## config.mk

```make
export PLATFORM = sky130hd
export DESIGN_NAME = wram_arbiter
export DESIGN_NICKNAME = d
export VERILOG_FILES = /design/src/rtl/wram_arbiter_pkg.sv /design/src/rtl/wram_port_mux.sv /design/src/rtl/wram_arbiter.sv
export SDC_FILE = /design/constraint.sdc
export NUM_CORES = 1
export LEC_CHECK = 0
export CAP_MARGIN = 5
export CORE_ASPECT_RATIO = 1.4
export CORE_MARGIN = 2
export CORE_UTILIZATION = 46
export CTS_CLUSTER_DIAMETER = 200
export DETAILED_ROUTE_END_ITERATION = 10
export MAX_ROUTING_LAYER = met4
export PLACE_DENSITY = 0.86
export SYNTH_ARGS = -nofsm -noshare
export SYNTH_HDL_FRONTEND = slang
export SYNTH_SLANG_ARGS = --single-unit
```

## constraint.sdc

```tcl
create_clock -name i_clk -period 7.1 [get_ports i_clk]
set_clock_uncertainty 0.1 [all_clocks]
set_input_delay 1.065 -clock i_clk [delete_from_list [all_inputs] [get_ports i_clk]]
set_output_delay 1.065 -clock i_clk [all_outputs]
set_load 0.03 [all_outputs]
```

## src/rtl/wram_arbiter_pkg.sv

```systemverilog
// Shared definitions for the 68k work-RAM arbiter: FSM states, port IDs,
// default strobe lengths and the grant-selection rule.
`timescale 1ns/1ps
package wram_arbiter_pkg;

    typedef enum logic [1:0] {
        ST_IDLE    = 2'd0,
        ST_SETUP   = 2'd1,
        ST_STROBE  = 2'd2,
        ST_RECOVER = 2'd3
    } state_t;

    localparam logic PORT_A = 1'b0;
    localparam logic PORT_B = 1'b1;

    localparam int DEF_RD_CYCLES = 3;
    localparam int DEF_WR_CYCLES = 2;
    localparam int DEF_AW        = 15;

    // On a tie the port that did not win last time gets the RAM, so B is never starved.
    function automatic logic pick_winner(input logic a_req, input logic b_req, input logic last_grant);
        logic winner;
        if (a_req && b_req) begin
            winner = (last_grant == PORT_A) ? PORT_B : PORT_A;
        end else if (a_req) begin
            winner = PORT_A;
        end else begin
            winner = PORT_B;
        end
        return winner;
    endfunction

endpackage

```

## src/rtl/wram_port_mux.sv

```systemverilog
// Grant select between the two requesters; latches the winning request
// fields and the last granted port when the FSM accepts a request.
`timescale 1ns/1ps
module wram_port_mux
    import wram_arbiter_pkg::*;
#(
    parameter int AW = DEF_AW
) (
    input  logic          i_clk,
    input  logic          i_reset,
    input  logic          i_grant,
    input  logic          i_a_req,
    input  logic          i_a_we,
    input  logic [AW-1:0] i_a_addr,
    input  logic [1:0]    i_a_be,
    input  logic [15:0]   i_a_wdata,
    input  logic          i_b_req,
    input  logic          i_b_we,
    input  logic [AW-1:0] i_b_addr,
    input  logic [1:0]    i_b_be,
    input  logic [15:0]   i_b_wdata,
    output logic          o_any_req,
    output logic          o_sel_we,
    output logic [1:0]    o_sel_be,
    output logic          o_port,
    output logic          o_we,
    output logic [1:0]    o_be,
    output logic [AW-1:0] o_addr,
    output logic [15:0]   o_wdata
);

    logic          r_last_grant;
    logic          r_port;
    logic          r_we;
    logic [1:0]    r_be;
    logic [AW-1:0] r_addr;
    logic [15:0]   r_wdata;

    logic          w_winner;
    logic          w_sel_we;
    logic [1:0]    w_sel_be;
    logic [AW-1:0] w_sel_addr;
    logic [15:0]   w_sel_wdata;

    assign w_winner = pick_winner(i_a_req, i_b_req, r_last_grant);

    always_comb begin
        w_sel_we    = i_a_we;
        w_sel_be    = i_a_be;
        w_sel_addr  = i_a_addr;
        w_sel_wdata = i_a_wdata;
        if (w_winner == PORT_B) begin
            w_sel_we    = i_b_we;
            w_sel_be    = i_b_be;
            w_sel_addr  = i_b_addr;
            w_sel_wdata = i_b_wdata;
        end
    end

    always_ff @(posedge i_clk or posedge i_reset) begin
        if (i_reset) begin
            r_last_grant <= PORT_B;
            r_port       <= PORT_A;
            r_we         <= 1'b0;
            r_be         <= 2'b00;
            r_addr       <= '0;
            r_wdata      <= '0;
        end else if (i_grant) begin
            r_last_grant <= w_winner;
            r_port       <= w_winner;
            r_we         <= w_sel_we;
            r_be         <= w_sel_be;
            r_addr       <= w_sel_addr;
            r_wdata      <= w_sel_wdata;
        end
    end

    assign o_any_req = i_a_req | i_b_req;
    assign o_sel_we  = w_sel_we;
    assign o_sel_be  = w_sel_be;
    assign o_port    = r_port;
    assign o_we      = r_we;
    assign o_be      = r_be;
    assign o_addr    = r_addr;
    assign o_wdata   = r_wdata;

endmodule

```

## src/rtl/wram_arbiter.sv

```systemverilog
// Two-port sequencer for the 68k work RAM: arbitrates requests and produces
// registered nCE/nOE/nWE strobe sequences for two byte-lane async SRAMs.
`timescale 1ns/1ps
module wram_arbiter
    import wram_arbiter_pkg::*;
#(
    parameter int RD_CYCLES = DEF_RD_CYCLES,
    parameter int WR_CYCLES = DEF_WR_CYCLES,
    parameter int AW        = DEF_AW
) (
    input  logic          i_clk,
    input  logic          i_reset,
    input  logic          i_a_req,
    input  logic          i_a_we,
    input  logic [AW-1:0] i_a_addr,
    input  logic [1:0]    i_a_be,
    input  logic [15:0]   i_a_wdata,
    output logic          o_a_ack,
    output logic [15:0]   o_a_rdata,
    input  logic          i_b_req,
    input  logic          i_b_we,
    input  logic [AW-1:0] i_b_addr,
    input  logic [1:0]    i_b_be,
    input  logic [15:0]   i_b_wdata,
    output logic          o_b_ack,
    output logic [15:0]   o_b_rdata,
    output logic [AW-1:0] o_ram_addr,
    output logic [15:0]   o_ram_dout,
    output logic          o_ram_doe,
    input  logic [15:0]   i_ram_din,
    output logic          o_nce_h,
    output logic          o_nce_l,
    output logic          o_noe,
    output logic          o_nwe
);

    localparam logic [3:0] RD_CNT = 4'(RD_CYCLES);
    localparam logic [3:0] WR_CNT = 4'(WR_CYCLES);

    state_t        r_state, w_state_next;
    logic [3:0]    r_cnt, w_cnt_next;
    logic          r_nce_h, w_nce_h_next;
    logic          r_nce_l, w_nce_l_next;
    logic          r_noe, w_noe_next;
    logic          r_nwe, w_nwe_next;
    logic          r_doe, w_doe_next;
    logic          r_a_ack, w_a_ack_next;
    logic          r_b_ack, w_b_ack_next;
    logic [15:0]   r_a_rdata, w_a_rdata_next;
    logic [15:0]   r_b_rdata, w_b_rdata_next;

    logic          w_grant;
    logic          w_any_req;
    logic          w_sel_we;
    logic [1:0]    w_sel_be;
    logic          w_lat_port;
    logic          w_lat_we;
    logic [1:0]    w_lat_be;
    logic [AW-1:0] w_lat_addr;
    logic [15:0]   w_lat_wdata;

    wram_port_mux #(.AW(AW)) u_port_mux (
        .i_clk     (i_clk),
        .i_reset   (i_reset),
        .i_grant   (w_grant),
        .i_a_req   (i_a_req),
        .i_a_we    (i_a_we),
        .i_a_addr  (i_a_addr),
        .i_a_be    (i_a_be),
        .i_a_wdata (i_a_wdata),
        .i_b_req   (i_b_req),
        .i_b_we    (i_b_we),
        .i_b_addr  (i_b_addr),
        .i_b_be    (i_b_be),
        .i_b_wdata (i_b_wdata),
        .o_any_req (w_any_req),
        .o_sel_we  (w_sel_we),
        .o_sel_be  (w_sel_be),
        .o_port    (w_lat_port),
        .o_we      (w_lat_we),
        .o_be      (w_lat_be),
        .o_addr    (w_lat_addr),
        .o_wdata   (w_lat_wdata)
    );

    // Every output is a flop: next values are computed here and registered below.
    always_comb begin
        w_state_next   = r_state;
        w_cnt_next     = r_cnt;
        w_nce_h_next   = r_nce_h;
        w_nce_l_next   = r_nce_l;
        w_noe_next     = r_noe;
        w_nwe_next     = r_nwe;
        w_doe_next     = r_doe;
        w_a_ack_next   = 1'b0;
        w_b_ack_next   = 1'b0;
        w_a_rdata_next = r_a_rdata;
        w_b_rdata_next = r_b_rdata;
        w_grant        = 1'b0;
        case (r_state)
            ST_IDLE: begin
                if (w_any_req) begin
                    w_grant      = 1'b1;
                    w_state_next = ST_SETUP;
                    w_nce_h_next = ~w_sel_be[1];
                    w_nce_l_next = ~w_sel_be[0];
                    w_doe_next   = w_sel_we & (|w_sel_be);
                end
            end
            ST_SETUP: begin
                w_state_next = ST_STROBE;
                w_cnt_next   = w_lat_we ? WR_CNT : RD_CNT;
                // An empty byte mask runs the full timing with no strobe at all.
                if (|w_lat_be) begin
                    w_noe_next = w_lat_we;
                    w_nwe_next = ~w_lat_we;
                end
            end
            ST_STROBE: begin
                if (r_cnt <= 4'd1) begin
                    w_state_next = ST_RECOVER;
                    w_noe_next   = 1'b1;
                    w_nwe_next   = 1'b1;
                    if (w_lat_port == PORT_A) begin
                        w_a_ack_next = 1'b1;
                    end else begin
                        w_b_ack_next = 1'b1;
                    end
                    if (!w_lat_we && (|w_lat_be)) begin
                        if (w_lat_port == PORT_A) begin
                            w_a_rdata_next = i_ram_din;
                        end else begin
                            w_b_rdata_next = i_ram_din;
                        end
                    end
                end else begin
                    w_cnt_next = r_cnt - 4'd1;
                end
            end
            ST_RECOVER: begin
                w_state_next = ST_IDLE;
                w_nce_h_next = 1'b1;
                w_nce_l_next = 1'b1;
                w_doe_next   = 1'b0;
            end
            default: begin
                w_state_next = ST_IDLE;
            end
        endcase
    end

    always_ff @(posedge i_clk or posedge i_reset) begin
        if (i_reset) begin
            r_state   <= ST_IDLE;
            r_cnt     <= 4'd0;
            r_nce_h   <= 1'b1;
            r_nce_l   <= 1'b1;
            r_noe     <= 1'b1;
            r_nwe     <= 1'b1;
            r_doe     <= 1'b0;
            r_a_ack   <= 1'b0;
            r_b_ack   <= 1'b0;
            r_a_rdata <= 16'h0000;
            r_b_rdata <= 16'h0000;
        end else begin
            r_state   <= w_state_next;
            r_cnt     <= w_cnt_next;
            r_nce_h   <= w_nce_h_next;
            r_nce_l   <= w_nce_l_next;
            r_noe     <= w_noe_next;
            r_nwe     <= w_nwe_next;
            r_doe     <= w_doe_next;
            r_a_ack   <= w_a_ack_next;
            r_b_ack   <= w_b_ack_next;
            r_a_rdata <= w_a_rdata_next;
            r_b_rdata <= w_b_rdata_next;
        end
    end

    assign o_a_ack    = r_a_ack;
    assign o_b_ack    = r_b_ack;
    assign o_a_rdata  = r_a_rdata;
    assign o_b_rdata  = r_b_rdata;
    assign o_ram_addr = w_lat_addr;
    assign o_ram_dout = w_lat_wdata;
    assign o_ram_doe  = r_doe;
    assign o_nce_h    = r_nce_h;
    assign o_nce_l    = r_nce_l;
    assign o_noe      = r_noe;
    assign o_nwe      = r_nwe;

endmodule

```

## After elaboration in Yosys (flattened, before gate mapping)

Cells that the tools add are included.

| word-level totals | value |
|---|---|
| register bits | 81 |
| bits of input ports | 88 |
| output and inout bits | 70 |
| word-level logic and storage cells | 78 |

| operators by class | value |
|---|---|
| add/subtract/negate cells | 1 |
| $lt $le $gt $ge | 1 |
| equal/unequal tests | 7 |
| mux-type cells | 32 |
| bitwise gates (word level) | 6 |
| reduce and logical (&&, ||, !) cells | 14 |

Operators by type and width:

| cell | count |
|---|---|
| 2-to-1 mux 1 bit | 19 |
| 2-to-1 mux 16 bit | 1 |
| 2-to-1 mux 15 bit | 1 |
| case mux 1 bit (2 select lines) | 5 |
| case mux 2 bit (4 select lines) | 1 |
| case mux 4 bit (2 select lines) | 1 |
| AND reduction 4 bit | 2 |
| 2-to-1 mux 2 bit | 3 |
| != test 2 bit, second input constant | 3 |
| AND reduction 2 bit | 3 |
| == test 2 bit, second input constant | 2 |
| <= comparator 4 x 1 -> 1 bit, second input constant | 1 |
| 2-to-1 mux 4 bit | 1 |
| NOT 1 bit | 4 |
| nonzero test 2 bit | 2 |
| OR reduction 2 bit | 2 |
| subtractor 4 x 1 -> 4 bit, second input constant | 1 |
| AND reduction 3 bit | 1 |
| == test 2 x 1 -> 1 bit, second input constant | 1 |
| logical AND 1 bit | 2 |
| zero test 2 bit | 1 |
| != test 2 x 1 -> 1 bit, second input constant | 1 |
| bitwise AND 1 bit | 1 |
| zero test 1 bit | 1 |
| bitwise OR 1 bit | 1 |

## Logic depth before layout (Yosys ltp)

| depth | value |
|---|---|
| word-level depth | 7 |
| mapped depth | 9 |
| gate-level depth less buffers | 6 |

## Cells and area by module

From an unflattened synthesis, not the netlist that was laid out.

| second synthesis, totals | value |
|---|---|
| cells, all modules | 348 |
| area total of the unflattened synthesis | 3,784.9 µm² |

By module, submodules not included:

| module | instances | cells each | area each (µm²) | sequential area each (µm²) |
|---|---|---|---|---|
| wram_arbiter | 1 | 142 | 2,001.9 | 1,131.1 |
| wram_port_mux | 1 | 206 | 1,783.0 | 902.1 |

## Worst setup path after synthesis

No wires, ideal clock.

| path | value |
|---|---|
| path kind | register to register |
| from | register r_state[0] |
| to | register r_a_rdata[0], in the netlist o_a_rdata[0] |
| setup time | 0.125 ns |
| arrival time | 2.000 ns |
| data required time | 6.875 ns |
| setup slack | 4.875 ns |
| cell stages (with the launch flop) | 10 |
| buffers on the path | 3 |
| clock period less this slack | 2.225 ns |
| cells stage by stage | dfrtp_1 > inv_1 > ha_1 > buf_4 > and2b_4 > nand2b_4 > buf_6 > nor4_4 > buf_6 > mux2_4 |

| on the way | value |
|---|---|
| word-level cells in the longest chain between the ends | 2 |

RTL lines:

| item | line | source |
|---|---|---|
| from (decl) | wram_arbiter.sv:40 | `state_t r_state, w_state_next;` |
| from (signal assigned) | wram_arbiter.sv:166 | `r_state <= w_state_next;` |
| == test 2 bit | wram_arbiter.sv:100 | `case (r_state)` |
| AND reduction 4 bit (no source line) | - |  |
| to (signal assigned) | wram_arbiter.sv:175 | `r_a_rdata <= w_a_rdata_next;` |
| to (decl) | wram_arbiter.sv:49 | `logic [15:0] r_a_rdata, w_a_rdata_next;` |

Every way passes these cells.
A chain may end at the register's enable or synchronous reset.

## Worst setup path after layout

| path | value |
|---|---|
| from | input i_b_req |
| to | register r_doe, in the netlist o_ram_doe |

| on the way | value |
|---|---|
| word-level cells in the longest chain between the ends | 7 |
| elaborated cells between the ends (all ways) | 11 |
| classes of those cells | eq/ne (1); mux (5); bitwise (2); reduce/logical (3) |

RTL lines:

| item | line | source |
|---|---|---|
| from (decl) | wram_arbiter.sv:20 | `input logic i_b_req,` |
| logical AND 1 bit | wram_arbiter_pkg.sv:23 | `if (a_req && b_req) begin` |
| 2-to-1 mux 1 bit | wram_arbiter_pkg.sv:23 |  |
| 2-to-1 mux 2 bit | wram_port_mux.sv:52 | `if (w_winner == PORT_B) begin` |
| OR reduction 2 bit | wram_arbiter.sv:107 | `w_doe_next = w_sel_we & (\|w_sel_be);` |
| bitwise AND 1 bit | wram_arbiter.sv:107 |  |
| 2-to-1 mux 1 bit | wram_arbiter.sv:102 | `if (w_any_req) begin` |
| case mux 1 bit (2 select lines) | wram_arbiter.sv:100 |  |
| to (signal assigned) | wram_arbiter.sv:172 | `r_doe <= w_doe_next;` |
| to (decl) | wram_arbiter.sv:46 | `logic r_doe, w_doe_next;` |

Several ways; a longest one is shown, not always the timed one. The select of a mux whose other input is x is not followed.

==> impl_metrics.env <==
export IMPL_cts_tree="yes"
export IMPL_post_cts_setup_buffers=0
export IMPL_dieHeight_um=109
export IMPL_reg2reg_slack_ps=4740
export IMPL_r2r_end="o_a_rdata[14]"
export IMPL_syn_nets=390
export IMPL_synth_most_common_cell="dfrtp_1"
export IMPL_drcViolationCount=0
export IMPL_globalplace_congestion=0.747
export IMPL_cp_arrival_ps=2970
export IMPL_clock_latency_ps=340
export IMPL_fp_coreArea_sq_um=7700
export IMPL_setup_viol=0
export IMPL_avgSynthCellArea_sq_um=12.3
export IMPL_cts_resized=0
export IMPL_r2r_start="r_state[0]"
export IMPL_drv_cap=0
export IMPL_ioPinCount=158
export IMPL_synth_ff_type="dfrtp_1"
export IMPL_finalCriticalPeriod_ps=2830
export IMPL_antenna_left=0
export IMPL_power_leakage_uw=0.00248
export IMPL_synth_area_leader_cell="dfrtp_1"
export IMPL_setup_tns_ps=0
export IMPL_hold_violations=0
export IMPL_ys_types=31
export IMPL_final_layout_size_suffix_gt1_frac=0.151
export IMPL_drtPass1Iterations=4
export IMPL_numClockSinks=81
export IMPL_grt_pass1_wl_um=13900
export IMPL_drtIter0Drc=67
export IMPL_port_buffer_count=157
export IMPL_final_nets=547
export IMPL_synth_top_area_frac=0.522
export IMPL_drt_wirelength_per_cell_um=15.5
export IMPL_dp_hpwl_um=6500
export IMPL_synthTopCellsByCount="dfrtp_1, o21ai_0, nand2_1"
export IMPL_status="finished, final reports clean"
export IMPL_start_kind="input pin"
export IMPL_ys_async_sr_fraction=1.00
export IMPL_overflow=0
export IMPL_cts_made_buffers=9
export IMPL_p_per_area_nw_per_um2=405
export IMPL_via_per_inst=5.02
export IMPL_hold_start="u_port_mux.o_addr[9]"
export IMPL_ctsHoldBuffers=0
export IMPL_end_kind="register"
export IMPL_ir_worst_vdd_mv=0.192
export IMPL_cts_max_level=3
export IMPL_setup_slack_ps=4270
export IMPL_worstMarginPinSlew_ps=968
export IMPL_rr_worst_depth=7
export IMPL_holdCritPathClass="register to register"
export IMPL_grt_max_degree=82
export IMPL_crit_type="input pin to register"
export IMPL_pre_cts_slack_ps=3890
export IMPL_final_core_util=0.716
export IMPL_routed_wl_um=8680
export IMPL_track_usage=0.212
export IMPL_clkTransAtPathRegs_ps=90
export IMPL_fillers=578
export IMPL_n_antenna_cell=0
export IMPL_start_util=0.473
export IMPL_fp_dieW_um=79.2
export IMPL_yosys_top_cells_area="dfrtp_1, mux2i_1, mux2_4"
export IMPL_synth_area_sq_um=3640
export IMPL_grt_pass1_vias=2906
export IMPL_synth_edf_count=0
export IMPL_antenna_found_initial=0
export IMPL_crit_fanout=36
export IMPL_whs_path_depth=2
export IMPL_cts_buffer_depth=2
export IMPL_fin_crit_sh=0.398
export IMPL_dieArea_sq_um=8650
export IMPL_min_delay_worst_endpoint="u_port_mux.o_addr[9]"
export IMPL_ys_warn_count=0
export IMPL_vias=2800
export IMPL_ys_seq_area_frac=0.558
export IMPL_synth_seq_cells=81
export IMPL_area_growth_syn_to_layout_pct=51.4
export IMPL_rows=38
export IMPL_cp_required_ps=7240
export IMPL_slew_viol_final=0
export IMPL_cts_root_buf="clkbuf_8"
export IMPL_syn_inst=296
export IMPL_rsz0062_at_grt="no"
export IMPL_fmax_ghz=0.354
export IMPL_maxSlewHeadroom=0.354
==> worst max-delay path by stage <==
stage                        from        end  slack [ps]  cells past startpoint
after detailed placement  i_b_req  o_ram_doe        3890                      6
after floorplan           i_reset    o_a_ack        3860                      1
final                     i_b_req  o_ram_doe        4270                      6
after CTS                 i_b_req  o_ram_doe        4260                      6
after global placement    i_b_req  o_ram_doe        3970                      6
after global routing      i_b_req  o_ram_doe        4130                      6
==> stage by stage <==
stage	instances	cell area, sq um	hold slack (ps)	power (uW)
final	558	5510	379	2230
after global routing	558	5510	401	2360
after CTS	558	5510	386	2250
after detailed placement	542	5310	369	1910
after global placement	542	5310	362	1870
after floorplan	296	3640	339	1450
==> final cells by class <==
type                       count  area (sq um)  share of cell area
clock inverter                 6          66.3              0.0120
inverter                      10          38.8             0.00704
sequential                    81          2030               0.369
clock buffer                  10           138              0.0250
tap                          100           125              0.0227
multi-input combinational    189          1500               0.272
timing repair buffer         162          1610               0.292
==> sequential cells by signal (all words and copies together) (netlist names), 2 cells and up <==
| name | flops |
|---|---|
| u_port_mux.o_be | 2 |
| o_a_rdata | 16 |
| o_b_rdata | 16 |
| u_port_mux.o_wdata | 16 |
| u_port_mux.o_addr | 15 |
| r_state | 2 |
| r_cnt | 4 |
==> kinds of logic after synthesis <==
group           Yosys count  share of synthesized area
compound gates           63                     0.0986
flops                    81                      0.558
buf+inv                  26                     0.0354
simple gates             53                     0.0708
fa+ha+maj                 6                     0.0206
mux                      67                      0.216
==> placed cells by master (no fill, tap or decap), types with 2 or more instances in the layout <==
master,count
a21oi_1,12
buf_4,5
clkbuf_8,10
clkdlybuf4s50_1,157
clkinv_2,2
clkinvlp_4,3
dfrtp_1,76
dfstp_2,5
ha_1,6
inv_1,9
mux2_2,13
mux2_4,20
mux2i_1,34
nand2_1,35
nor2_1,10
nor4_4,2
o21ai_0,40
o21ai_4,2
o32a_1,2
==> worst max-delay path, stage by stage <==
cell             delay (ps)
clkdlybuf4s50_1         540
inv_1                   100
o21ai_4                 120
buf_4                   500
mux2_2                  400
o32ai_1                 230
==> where the power goes <==
group	total (uW)	switching (uW)	leakage, uW	internal, uW
Combinational	1130	638	0.00137	496
Sequential	761	111	0.00102	650
Clock	335	163	0.0000949	173
Total	2230	912	0.00248	1320
==> layer usage <==
metal  global-route usage  part of all wire
met2                0.382              0.54
met1                0.240              0.40
met3               0.0373             0.047
met5                    -                 0
met4               0.0653             0.010
Power figures use the tool's default switching activity.
==> patch 1, RTL diff (same settings) <==
Reset style: synchronous (`i_reset`), changed in 2 clocked blocks. Comments in the files are not updated.
--- a/src/rtl/wram_port_mux.sv
+++ b/src/rtl/wram_port_mux.sv
@@ -59,3 +59,3 @@
 
-    always_ff @(posedge i_clk or posedge i_reset) begin
+    always_ff @(posedge i_clk) begin
         if (i_reset) begin
--- a/src/rtl/wram_arbiter.sv
+++ b/src/rtl/wram_arbiter.sv
@@ -151,3 +151,3 @@
 
-    always_ff @(posedge i_clk or posedge i_reset) begin
+    always_ff @(posedge i_clk) begin
         if (i_reset) begin
Behaviour: differs if i_reset is asserted again (counterexample within 4 cycles, from zero or initial values and one cycle with i_reset high); with i_reset held inactive, the same outputs for 10 cycles.
==> patch 1 against the unedited design <==
- sequential cell count stayed put
- routed wire length up 2.1%
- synthesized area decreased by 6.8%
- cell area shrank 5.6%
- maximum frequency shrank 3.9%
- cell count up 10%
- combinational power fell by 34%
- power down 23%
- setup slack got worse by 110 ps
- non-clock buffer count fell by 1
- global-route usage grew 2.3 points
- critical path depth stayed put
- sequential power is 18% lower
==> patch 1: results <==
set metrics [dict create \
    status "complete, no violations" \
    place_congestion 0.707 \
    synth_top_flop_cell "dfxtp_1" \
    leakage_nw 2.08 \
    vias 3136 \
    synthCells 368 \
    fillers 569 \
    whs_endpoint "o_a_rdata[15]" \
    vdd_drop_max_uv 182 \
    synth_area_leaders "dfxtp_1, mux2i_1, a211oi_1, nor2_1, nand2_1" \
    dpl.cell_count 598 \
    grt_max_degree 81 \
    synth_compound_area_share_pct 14.5 \
    rr_worst_depth 6 \
    synthTopCellsByCount "dfxtp_1, nor2_1, mux2i_1" \
    grt_pass1_wl_um 14800 \
    ys_seq_area_share_pct 47.8 \
    placed_area_mm2 0.00500 \
    muxShareOfSynthArea_pct 15.1 \
    ys_types 34 \
    switchingPower_mw 0.663 \
    critPathMaxStageDelay_ps 930 \
    crit_arrival_ps 3050 \
    timing.rr.end "o_b_rdata[4]" \
    dp_hpwl_um 6760 \
]
## patch 1: cell type report
| class | instances | area share, % |
|---|---|---|
| multi-input cells | 252 | 31.4 |
| clock inverters | 5 | 1.23 |
| repair buffers | 161 | 30.7 |
| flip-flops and latches | 81 | 31.2 |
| clock buffers | 11 | 2.72 |
| inverters | 7 | 0.505 |
| well taps | 97 | 2.33 |
## patch 1: worst max path at each step
stage / from / end / slack [ps]
floorplan: i_b_req / u_port_mux.o_addr[9] / 4710
global placement: i_b_req / u_port_mux.o_be[1] / 4180
finish: r_state[0] / o_b_rdata[4] / 4160
CTS: r_state[0] / o_b_rdata[4] / 4140
global route: r_state[0] / o_b_rdata[1] / 4000
detailed placement: i_b_req / u_port_mux.o_be[1] / 4110
## patch 1: through the flow
stage                     util, %  hold WS (ps)  setup slack (ps)  power [mW]
final                        71.6           356              4160        1.71
after floorplan                 -           365              4710        1.10
after global routing         71.6           381              4000        1.82
after CTS                    71.6           359              4140        1.72
after detailed placement     68.8           348              4110        1.38
after global placement       68.8           342              4180        1.36
## patch 1: power groups by stage
stage	Clock, mW	Sequential, mW	Combinational [mW]
after floorplan	0	0.775	0.324
after global placement	0	0.631	0.727
after detailed placement	0	0.635	0.748
after CTS	0.346	0.626	0.751
after global routing	0.370	0.638	0.813
final	0.338	0.625	0.745
## patch 1: layer usage
layer	part of all wire, %	GRT usage, %
met5	0	-
met4	1.2	7.66
met3	5.6	5.14
met2	53	42.9
met1	40	25.4
## patch 1: tightest hold or removal path: stages (launching register included)
cell,delay (ps)
dfxtp_1,310
nand2_1,50
a21oi_1,50
==> patch 2, RTL diff (config.mk and constraints unchanged) <==
Without the edit above. Change the package constant `DEF_AW` from 15 to 16.
--- a/src/rtl/wram_arbiter_pkg.sv
+++ b/src/rtl/wram_arbiter_pkg.sv
@@ -17,3 +17,3 @@
     localparam int DEF_WR_CYCLES = 2;
-    localparam int DEF_AW        = 15;
+    localparam int DEF_AW        = 16;
 
Ports: changed (resized i_a_addr, i_b_addr and o_ram_addr); port bits go from 158 to 161. No check against the original RTL was run, so the function may have changed too.
==> patch 2 against the unedited design <==
- die area rose by 1.4%
- setup slack improved by 75 ps
- power rose by 3.3%
- sequential cell count rose by 1
- synthesized area rose by 1.4%
- via count rose by 3.4%
- critical path depth did not move
- cell area rose by 1.4%
- routed wire length rose by 5.2%
==> patch 2: results <==
set metrics [dict create \
    status "complete, no violations" \
    holdWs_ps 345 \
    synth_area_leaders "dfrtp_1, mux2i_1, mux2_4, o21ai_0, mux2_2" \
    dpl.cell_count 548 \
    grt_max_degree 83 \
    nets 555 \
    fillers 562 \
    grt_pass1_wl_um 14500 \
    swShare_pct 39.1 \
    first_global_vias 3082 \
    power.total_mw 2.30 \
    dp_hpwl_um 6840 \
    ys_types 33 \
    whs_endpoint "o_a_ack" \
    synthTopCellsByCount "dfrtp_1, o21ai_0, nand2_1" \
    syn_avg_cell_area_um2 12.3 \
    vias 2894 \
    ys_seq_area_share_pct 55.7 \
    vdd_drop_max_uv 239 \
    crit_path_max_fanout 31 \
    routed_wl_um 9130 \
    hold_path_depth 1 \
    clockPowerShare_pct 18.0 \
    drtIter0Drc 146 \
    p_seq_mw 0.766 \
]
==> patch 2: worst max path at each step <==
stage	end	slack [ps]	cells past startpoint
6_report	u_port_mux.o_wdata[8]	4350	6
5_1_grt	u_port_mux.o_addr[12]	4220	6
4_1_cts	o_nce_l	4340	1
3_5_place_dp	u_port_mux.o_addr[9]	3970	6
3_3_place_gp	u_port_mux.o_wdata[9]	4060	6
2_1_floorplan	o_a_ack	3830	1
==> patch 2: per-layer routing <==
layer  routed length (µm)  vias up  global-route usage [%]
li1                     -     1366                       -
met1                 3620     1367                    25.9
met2                 4710      145                    37.0
met3                  634       16                    5.62
met4                  163        0                    8.74
met5                    0        -                       -
==> patch 2: critical path, cell delays in order <==
cell and delay [ps]:
clkdlybuf4s50_1 550, inv_1 100, o21ai_4 260, buf_4 510, mux2i_1 250, o21ai_0 100
==> patch 2: final cells by class <==
cell class	instances	area share (%)
clock buffer	11	2.71
clock inverter	5	1.79
inverter	10	0.694
multi-input combinational	193	26.7
sequential	82	36.8
tap	100	2.24
timing repair buffer	163	29.1
==> patch 2: metrics by stage <==
| stage | setup slack (ps) | util, % |
|---|---|---|
| after floorplan | 3830 | - |
| after global placement | 4060 | 68.9 |
| after CTS | 4340 | 72.1 |
| final | 4350 | 72.1 |
| after global routing | 4220 | 72.1 |
| after detailed placement | 3970 | 68.9 |
==> patch 2: kinds of logic (layout without fill, tap and decap cells) <==
logic type	Yosys count	in the layout	synth area share, %
simple gates	54	54	6.03
compound gates	65	65	10.1
flops	82	82	55.7
mux	68	68	21.6
fa+ha+maj	6	6	2.03
buf+inv	26	189	4.51
